--- src/rtl/pc_sequencer.sv ---
// picoMIPS instruction sequencer: fetch/execute FSM driving PC increment/load and register write strobes.
// Optional single-step gating of FETCH -> EXEC is enabled by defining PC_STEP_EN.
module pc_sequencer #(
  parameter int Psize = 6,
  parameter int Csize = 16
) (
  input  logic             clk,
  input  logic             reset,
`ifdef PC_STEP_EN
  input  logic             step,
`endif
  input  logic [Psize-1:0] pc_cur,
  input  logic             op_halt,
  input  logic             op_wait,
  input  logic             op_jmp,
  input  logic             op_beq,
  input  logic             op_wr,
  input  logic             zero,
  input  logic [Psize-1:0] imm,
  input  logic             in_valid,
  output logic             in_ack,
  output logic             pc_incr,
  output logic             pc_load,
  output logic [Psize-1:0] pc_target,
  output logic             reg_we,
  output logic             halted,
  output logic [Csize-1:0] retired
);

  localparam logic [1:0] FETCH = 2'd0;
  localparam logic [1:0] EXEC  = 2'd1;
  localparam logic [1:0] WAIT  = 2'd2;
  localparam logic [1:0] HALT  = 2'd3;

  logic [1:0]       state_reg;
  logic [1:0]       state_next;
  logic             incr_next;
  logic             load_next;
  logic             we_next;
  logic             ack_next;
  logic [Psize-1:0] target_next;
  logic [Csize-1:0] retired_next;
  logic             advance;

`ifdef PC_STEP_EN
  assign advance = step;
`else
  assign advance = 1'b1;
`endif

  always_comb begin
    state_next  = state_reg;
    incr_next   = 1'b0;
    load_next   = 1'b0;
    we_next     = 1'b0;
    ack_next    = 1'b0;
    target_next = pc_target;
    case (state_reg)
      FETCH: begin
        if (advance) state_next = EXEC;
      end
      EXEC: begin
        if (op_halt) begin
          state_next = HALT;
        end else if (op_wait) begin
          if (in_valid) begin
            ack_next   = 1'b1;
            incr_next  = 1'b1;
            we_next    = 1'b1;
            state_next = FETCH;
          end else begin
            state_next = WAIT;
          end
        end else if (op_jmp) begin
          load_next   = 1'b1;
          target_next = imm;
          state_next  = FETCH;
        end else if (op_beq && zero) begin
          // Same-width add: sign extension of imm is implicit modulo 2^Psize.
          load_next   = 1'b1;
          target_next = pc_cur + imm;
          state_next  = FETCH;
        end else begin
          incr_next  = 1'b1;
          we_next    = op_wr;
          state_next = FETCH;
        end
      end
      WAIT: begin
        if (in_valid) begin
          ack_next   = 1'b1;
          incr_next  = 1'b1;
          we_next    = 1'b1;
          state_next = FETCH;
        end
      end
      HALT: begin
        state_next = HALT;
      end
      default: begin
        state_next = FETCH;
      end
    endcase
  end

  // Count the strobe in the same edge that registers it; hold at all-ones.
  always_comb begin
    retired_next = retired;
    if ((incr_next || load_next) && (retired != {Csize{1'b1}}))
      retired_next = retired + Csize'(1);
  end

  always_ff @(posedge clk or negedge reset) begin
    if (!reset) begin
      state_reg <= FETCH;
      pc_incr   <= 1'b0;
      pc_load   <= 1'b0;
      reg_we    <= 1'b0;
      in_ack    <= 1'b0;
      halted    <= 1'b0;
      pc_target <= '0;
      retired   <= '0;
    end else begin
      state_reg <= state_next;
      pc_incr   <= incr_next;
      pc_load   <= load_next;
      reg_we    <= we_next;
      in_ack    <= ack_next;
      halted    <= (state_next == HALT);
      pc_target <= target_next;
      retired   <= retired_next;
    end
  end

endmodule
--- config.mk ---
export PLATFORM = sky130hd
export DESIGN_NAME = pc_sequencer
export DESIGN_NICKNAME = d
export VERILOG_FILES = /design/src/rtl/pc_sequencer.sv
export SDC_FILE = /design/constraint.sdc
export NUM_CORES = 1
export LEC_CHECK = 0
export BUFFER_PORTS_ARGS = -buffer_cell sky130_fd_sc_hd__buf_2
export CORE_MARGIN = 3
export CORE_UTILIZATION = 47
export DETAILED_ROUTE_END_ITERATION = 12
export GPL_TIMING_DRIVEN = 0
export PLACE_DENSITY = 0.85
export SYNTH_ARGS = -nofsm -noshare
export SYNTH_HDL_FRONTEND = slang
export SYNTH_SLANG_ARGS = --single-unit
--- constraint.sdc ---
create_clock -name clk -period 1.9 [get_ports clk]
set_input_delay 0.38 -clock clk [delete_from_list [all_inputs] [get_ports clk]]
set_output_delay 0.38 -clock clk [all_outputs]
set_load 0.05 [all_outputs]
Yosys cells after proc, flatten, opt, wreduce, memory -nomap -nowiden

Index checks and enable logic that the tools add are counted.

Register bits after elaboration: 29
Latch bits: 0
RAM bits: 0
Memory bits (read-only): 0
Output and inout port bits: 27
Word-level logic and storage cells: 49
Memories: 0

Add/subtract/negate cells: 2
Multipliers: 0
Div/mod/pow operators: 0
Magnitude comparators: 0
Equality and inequality tests: 5
Shifts and indexed selects: 0
Mux-type cells: 26
Bitwise operators: 2
Reductions and logical operators: 6

Operators with widths:

| operator                                                         | count |
|---|---|
| 16-bit by 1-bit adder with 16-bit output (second input constant) | 1 |
| 1-bit 2-to-1 mux                                                 | 16 |
| 16-bit != test (second input constant)                           | 1 |
| 6-bit 2-to-1 mux                                                 | 2 |
| 2-bit 2-to-1 mux                                                 | 4 |
| 2-bit one-hot mux with 4 select lines                            | 1 |
| 6-bit adder                                                      | 1 |
| 2-bit == test (second input constant)                            | 3 |
| 1-bit one-hot mux with 2 select lines                            | 3 |
| 4-bit AND reduction                                              | 1 |
| 2-bit by 1-bit == test with 1-bit output (second input constant) | 1 |
| 1-bit logical AND                                                | 2 |
| 2-bit logical NOT                                                | 1 |
| 1-bit NOT                                                        | 2 |
| 2-bit nonzero test                                               | 1 |
| 1-bit logical OR                                                 | 1 |

Depth between registers and ports, before layout

Depth after elaboration: 8
Depth in mapped cells: 8
Mapped depth without buffers: 8

Worst setup path after synthesis

Ideal clock, no wire load.

Kind: register to register
Start point: register retired[7]
End point: register retired[1]
Setup time: 0.125 ns
Arrival time: 1.802 ns
Required time: 1.775 ns
Slack: -0.027 ns
Cell stages (with the launch flop): 6
Period minus slack after synthesis: 1.927 ns
Path through: dfrtp_1 -> and4_1 -> nand4_1 -> nor3_2 -> nor2_1 -> mux2_4

Cells in the longest elaborated chain, start to end: 2

Ends and longest elaborated chain:

| element                | RTL line | text |
|---|---|---|
| from (decl)            | 27       | `output logic [Csize-1:0] retired` |
| from (signal assigned) | 131      | `retired <= retired_next;` |
| 16-bit != test         | 109      | `if ((incr_next \|\| load_next) && (retired != {Csize{1'b1}}))` |
| 1-bit logical AND      | 109      |  |

No other way between the ends.
A chain may end at the register's enable or synchronous reset.

Worst setup path after layout

Start point: register state_reg[1]
End point: register retired[13]

Cells in the longest elaborated chain, start to end: 4

Ends and longest elaborated chain:

| element                                                                   | RTL line | text |
|---|---|---|
| from (decl)                                                               | 35       | `logic [1:0] state_reg;` |
| from (signal assigned)                                                    | 124      | `state_reg <= state_next;` |
| 2-bit == test or 2-bit by 1-bit == test with 1-bit output (tied branches) | 58       | `case (state_reg)` |
| 1-bit one-hot mux with 2 select lines or 1-bit 2-to-1 mux (tied branches) | 58       |  |
| 1-bit logical OR (*)                                                      | 109      |  |
| 1-bit logical AND (*)                                                     | 109      |  |

Every way passes the cells marked *; elsewhere a longest branch is shown, timed or not.

==> results.txt <==
The number of flops mapped to enable cells by yosys works out to 0. For the number of global-route vias before repair, the log shows 1,350. The logs give 2677 um for the total half-perimeter wirelength after legalization and detailed placement and 90 for the violation count after the first detailed-route iteration.

The final count of pins violating max slew is 0, and the headroom to the max-slew limit is 58.36%. Relative to the synthesized area, the layout overhead comes to 26.44%. The cell family contributing the most delay on the critical path is simple AND/OR/NAND/NOR gates.

The net count after synthesis is 200, and the number of maximum-capacitance violations is 0. The tools report the I/O pin count as 48. After synthesis, flip-flops and latches occupy 42.37% of the total area.

Counting both buffers and inverters, the worst setup path holds a total of 2. The H-tree depth reported by CTS is 2. The source-to-sink clock delay at the later pin of the worst-skew pair was 0.31 ns.

The critical path goes through inv_1 > ha_2 > nand2b_4 > nor3_4 > a21oi_4 > buf_6 > nor4_2 > xor2_1. After synthesis the cells add up to 1713 um2. The die covers 4405 um2.

For the worst setup path, the data arrival time is 2.07 ns. The run finished with clean final reports. The residual antenna-violating net count after detailed routing was 0; the CTS sink count was 29. Final hold violation count: 0.

Once layout is done, the placed cells without fillers occupy 2166 um2. STA classifies the critical path startpoint as a register. For this run, the slowest stage of the critical path takes 0.43 ns. Starting density of the core: 50.15%.

The final layout contains routed wiring with a total length of 3543 um. The post-synthesis instance total came out at 167. The routed wirelength normalized by instance count came out at 13.12 um. At the worst endpoint, the required time is 2.14 ns. For this run, the leading register cell type out of synthesis is dfrtp_1. In the routed layout, each cell is associated on average with a via count of 5.330. The setup path with the least slack is of type register to register. Of all flip-flops after synthesis, the portion carrying an async set or reset was 100.0%. After detailed placement, the total cell area comes to 2011 um2.

0 antenna diodes ended up in the layout. The initial antenna violation count was 0; the static leakage was 1.123 nW. Endpoint of the worst register-to-register path: retired[13]. The worst setup path is captured at a register.

In this run the register-to-register setup slack is 0.07 ns. The maximum clock rate came out at 546.8 MHz. No sink is reached through more buffers than the 2 on the longest clock path.

Class of the most critical hold timing path: input pin to async pin. Across the VDD grid, the largest voltage drop is 919.6 uV. The library cells used most frequently in the layout, excluding fill and tap cells, are buf_2, dfrtp_1, a21oi_1, xor2_1, nor2_1. The run gives 6 as the number of iterations in the first detailed-routing pass. After clock tree synthesis, the clock-pin slew on the worst setup and hold paths is 0.10 ns. The number of port buffers came out at 47. The CTS buffer count was 5; the largest fanout of any net on the critical path was 10. The clock tree skew after final layout was 0.01219 ns. The most common library cell in the layout ignoring fill and taps was buf_2. TritonCTS built the clock tree.

The tree is rooted in a clkbuf_4. The register with the most flip-flops in the layout has 16 of them. The floorplan has 21 rows.

The die boundary width is 66.37 um. The part of the cycle the worst path needs works out to 96.26%. The slowest stage of the critical path belongs to the cell dfrtp_2. In the final layout, the share of cells above drive strength 1 is 36.16%.

The logs give 0 for the number of warnings reported in the yosys synthesis log and 0 for the leftover overflow at the end of global routing. Global routing used 18.39% of the available tracks across all layers. The run gives 30 as the pin count of the biggest net entering global routing.

Via count of the routed design: 1,439. The first global-routing pass estimated 6078 um of wire. A synthesized cell averages 10.26 um2. The run gives 0.7971 as the placer congestion estimate. The total number of nets in the final design is 256. Setup repair after global routing could not meet its margin everywhere. Area of the core: 3416 um2. For this run, design rule violations remaining after detail routing come to 0. The startpoint of the worst-slack reg-to-reg timing path was state_reg[1]. Setup violations remaining at the end of the flow were counted as 0. The count of state elements after synthesis works out to 29. The count of different cell masters after synthesis was 39; the chip height was 66.37 um. For the pin with the worst max-slew slack, the measured transition is 0.6246 ns. For the finished layout, the period the worst path requires is 1.829 ns. The number of cells on the worst reg-to-reg path was 8; the utilization of the core after routing was 63.41%.

For this design the ratio of total power to cell area is 1277 nW/um2.
-- worst max-delay path by stage --
stage,slack [ns],to,from,cells after the start
final,0.07,retired[13],state_reg[1],8
after global routing,-0.03,retired[10],state_reg[1],8
after CTS,0.004,retired[9],state_reg[1],8
after detailed placement,-0.03,retired[9],state_reg[1],8
after global placement,0.02,retired[9],state_reg[1],8
after floorplan,0.01,retired[1],retired[10],5
-- stage by stage --
stage                     hold WS, ns  power [mW]  TNS (ns)  setup WS, ns  std cells
final                         0.06503       2.766         0       0.07107        270
after global routing          0.08868       2.939  -0.09441      -0.03397        270
after CTS                     0.07067       2.716         0      0.003664        269
after detailed placement       0.4376       2.180  -0.06061      -0.02943        260
after global placement         0.4420       2.150         0       0.01830        260
after floorplan               0.08441       1.876         0       0.01180        167
-- layer usage --
layer  vias up  track usage (%)  share of wire (%)
met1       692            23.57                 45
met4         0            6.853               0.79
met5         -                0                  0
met2        40            29.12                 49
li1        701                -                  -
met3         6            5.442                5.5
-- logic make-up (layout without fill, tap and decap cells) --
| kind of cell | count (synthesis) | after routing | share of synthesized area (%) |
|---|---|---|---|
| AND/OR/NAND/NOR | 63 | 63 | 23.30 |
| XOR/XNOR | 16 | 16 | 8.181 |
| buffers and inverters | 15 | 72 | 4.236 |
| flip-flops | 29 | 29 | 42.37 |
| multiplexers | 6 | 6 | 3.944 |
| AO/OA/AOI/OAI | 26 | 26 | 8.766 |
| adder cells (fa/ha/maj) | 12 | 12 | 9.204 |
-- synth_stat cells (4+ instances only) --
cell type	number	area (um2)
nor2b_1	4	25.02
nor4b_1	4	35.03
nor4_2	4	50.05
ha_1	11	137.6
dfrtp_1	29	725.7
o21ai_0	4	20.02
inv_1	11	41.29
nand2_1	7	26.28
nand3_1	7	35.03
nor2_1	13	48.80
a21oi_1	14	70.07
xor2_1	14	122.6
nor3_1	7	35.03
-- what timing repair did --
item,4_1_cts,5_1_grt
hold buffers,0,0
pin swaps,1,2
gates cloned,0,0
resized for setup,0,9
buffers inserted,1,2
endpoints found under the setup margin,6,20
-- layout make-up --
class / instances / area (um2)
plain buffers: 3 / 27.53
clock buffers: 7 / 55.05
clock inverters: 1 / 30.03
fillers: 317 / 1250
inverters: 11 / 41.29
multi-input cells: 123 / 964.7
flip-flops and latches: 29 / 732.0
well taps: 46 / 57.56
repair buffers: 50 / 257.7
-- power by group --
part / leakage [nW] / switching, mW / internal [mW]
clock network: 0.0455 / 0.210 / 0.314
logic: 0.709 / 0.924 / 0.407
registers: 0.369 / 0.129 / 0.782
No activity file was read; power rests on OpenSTA's default activity.
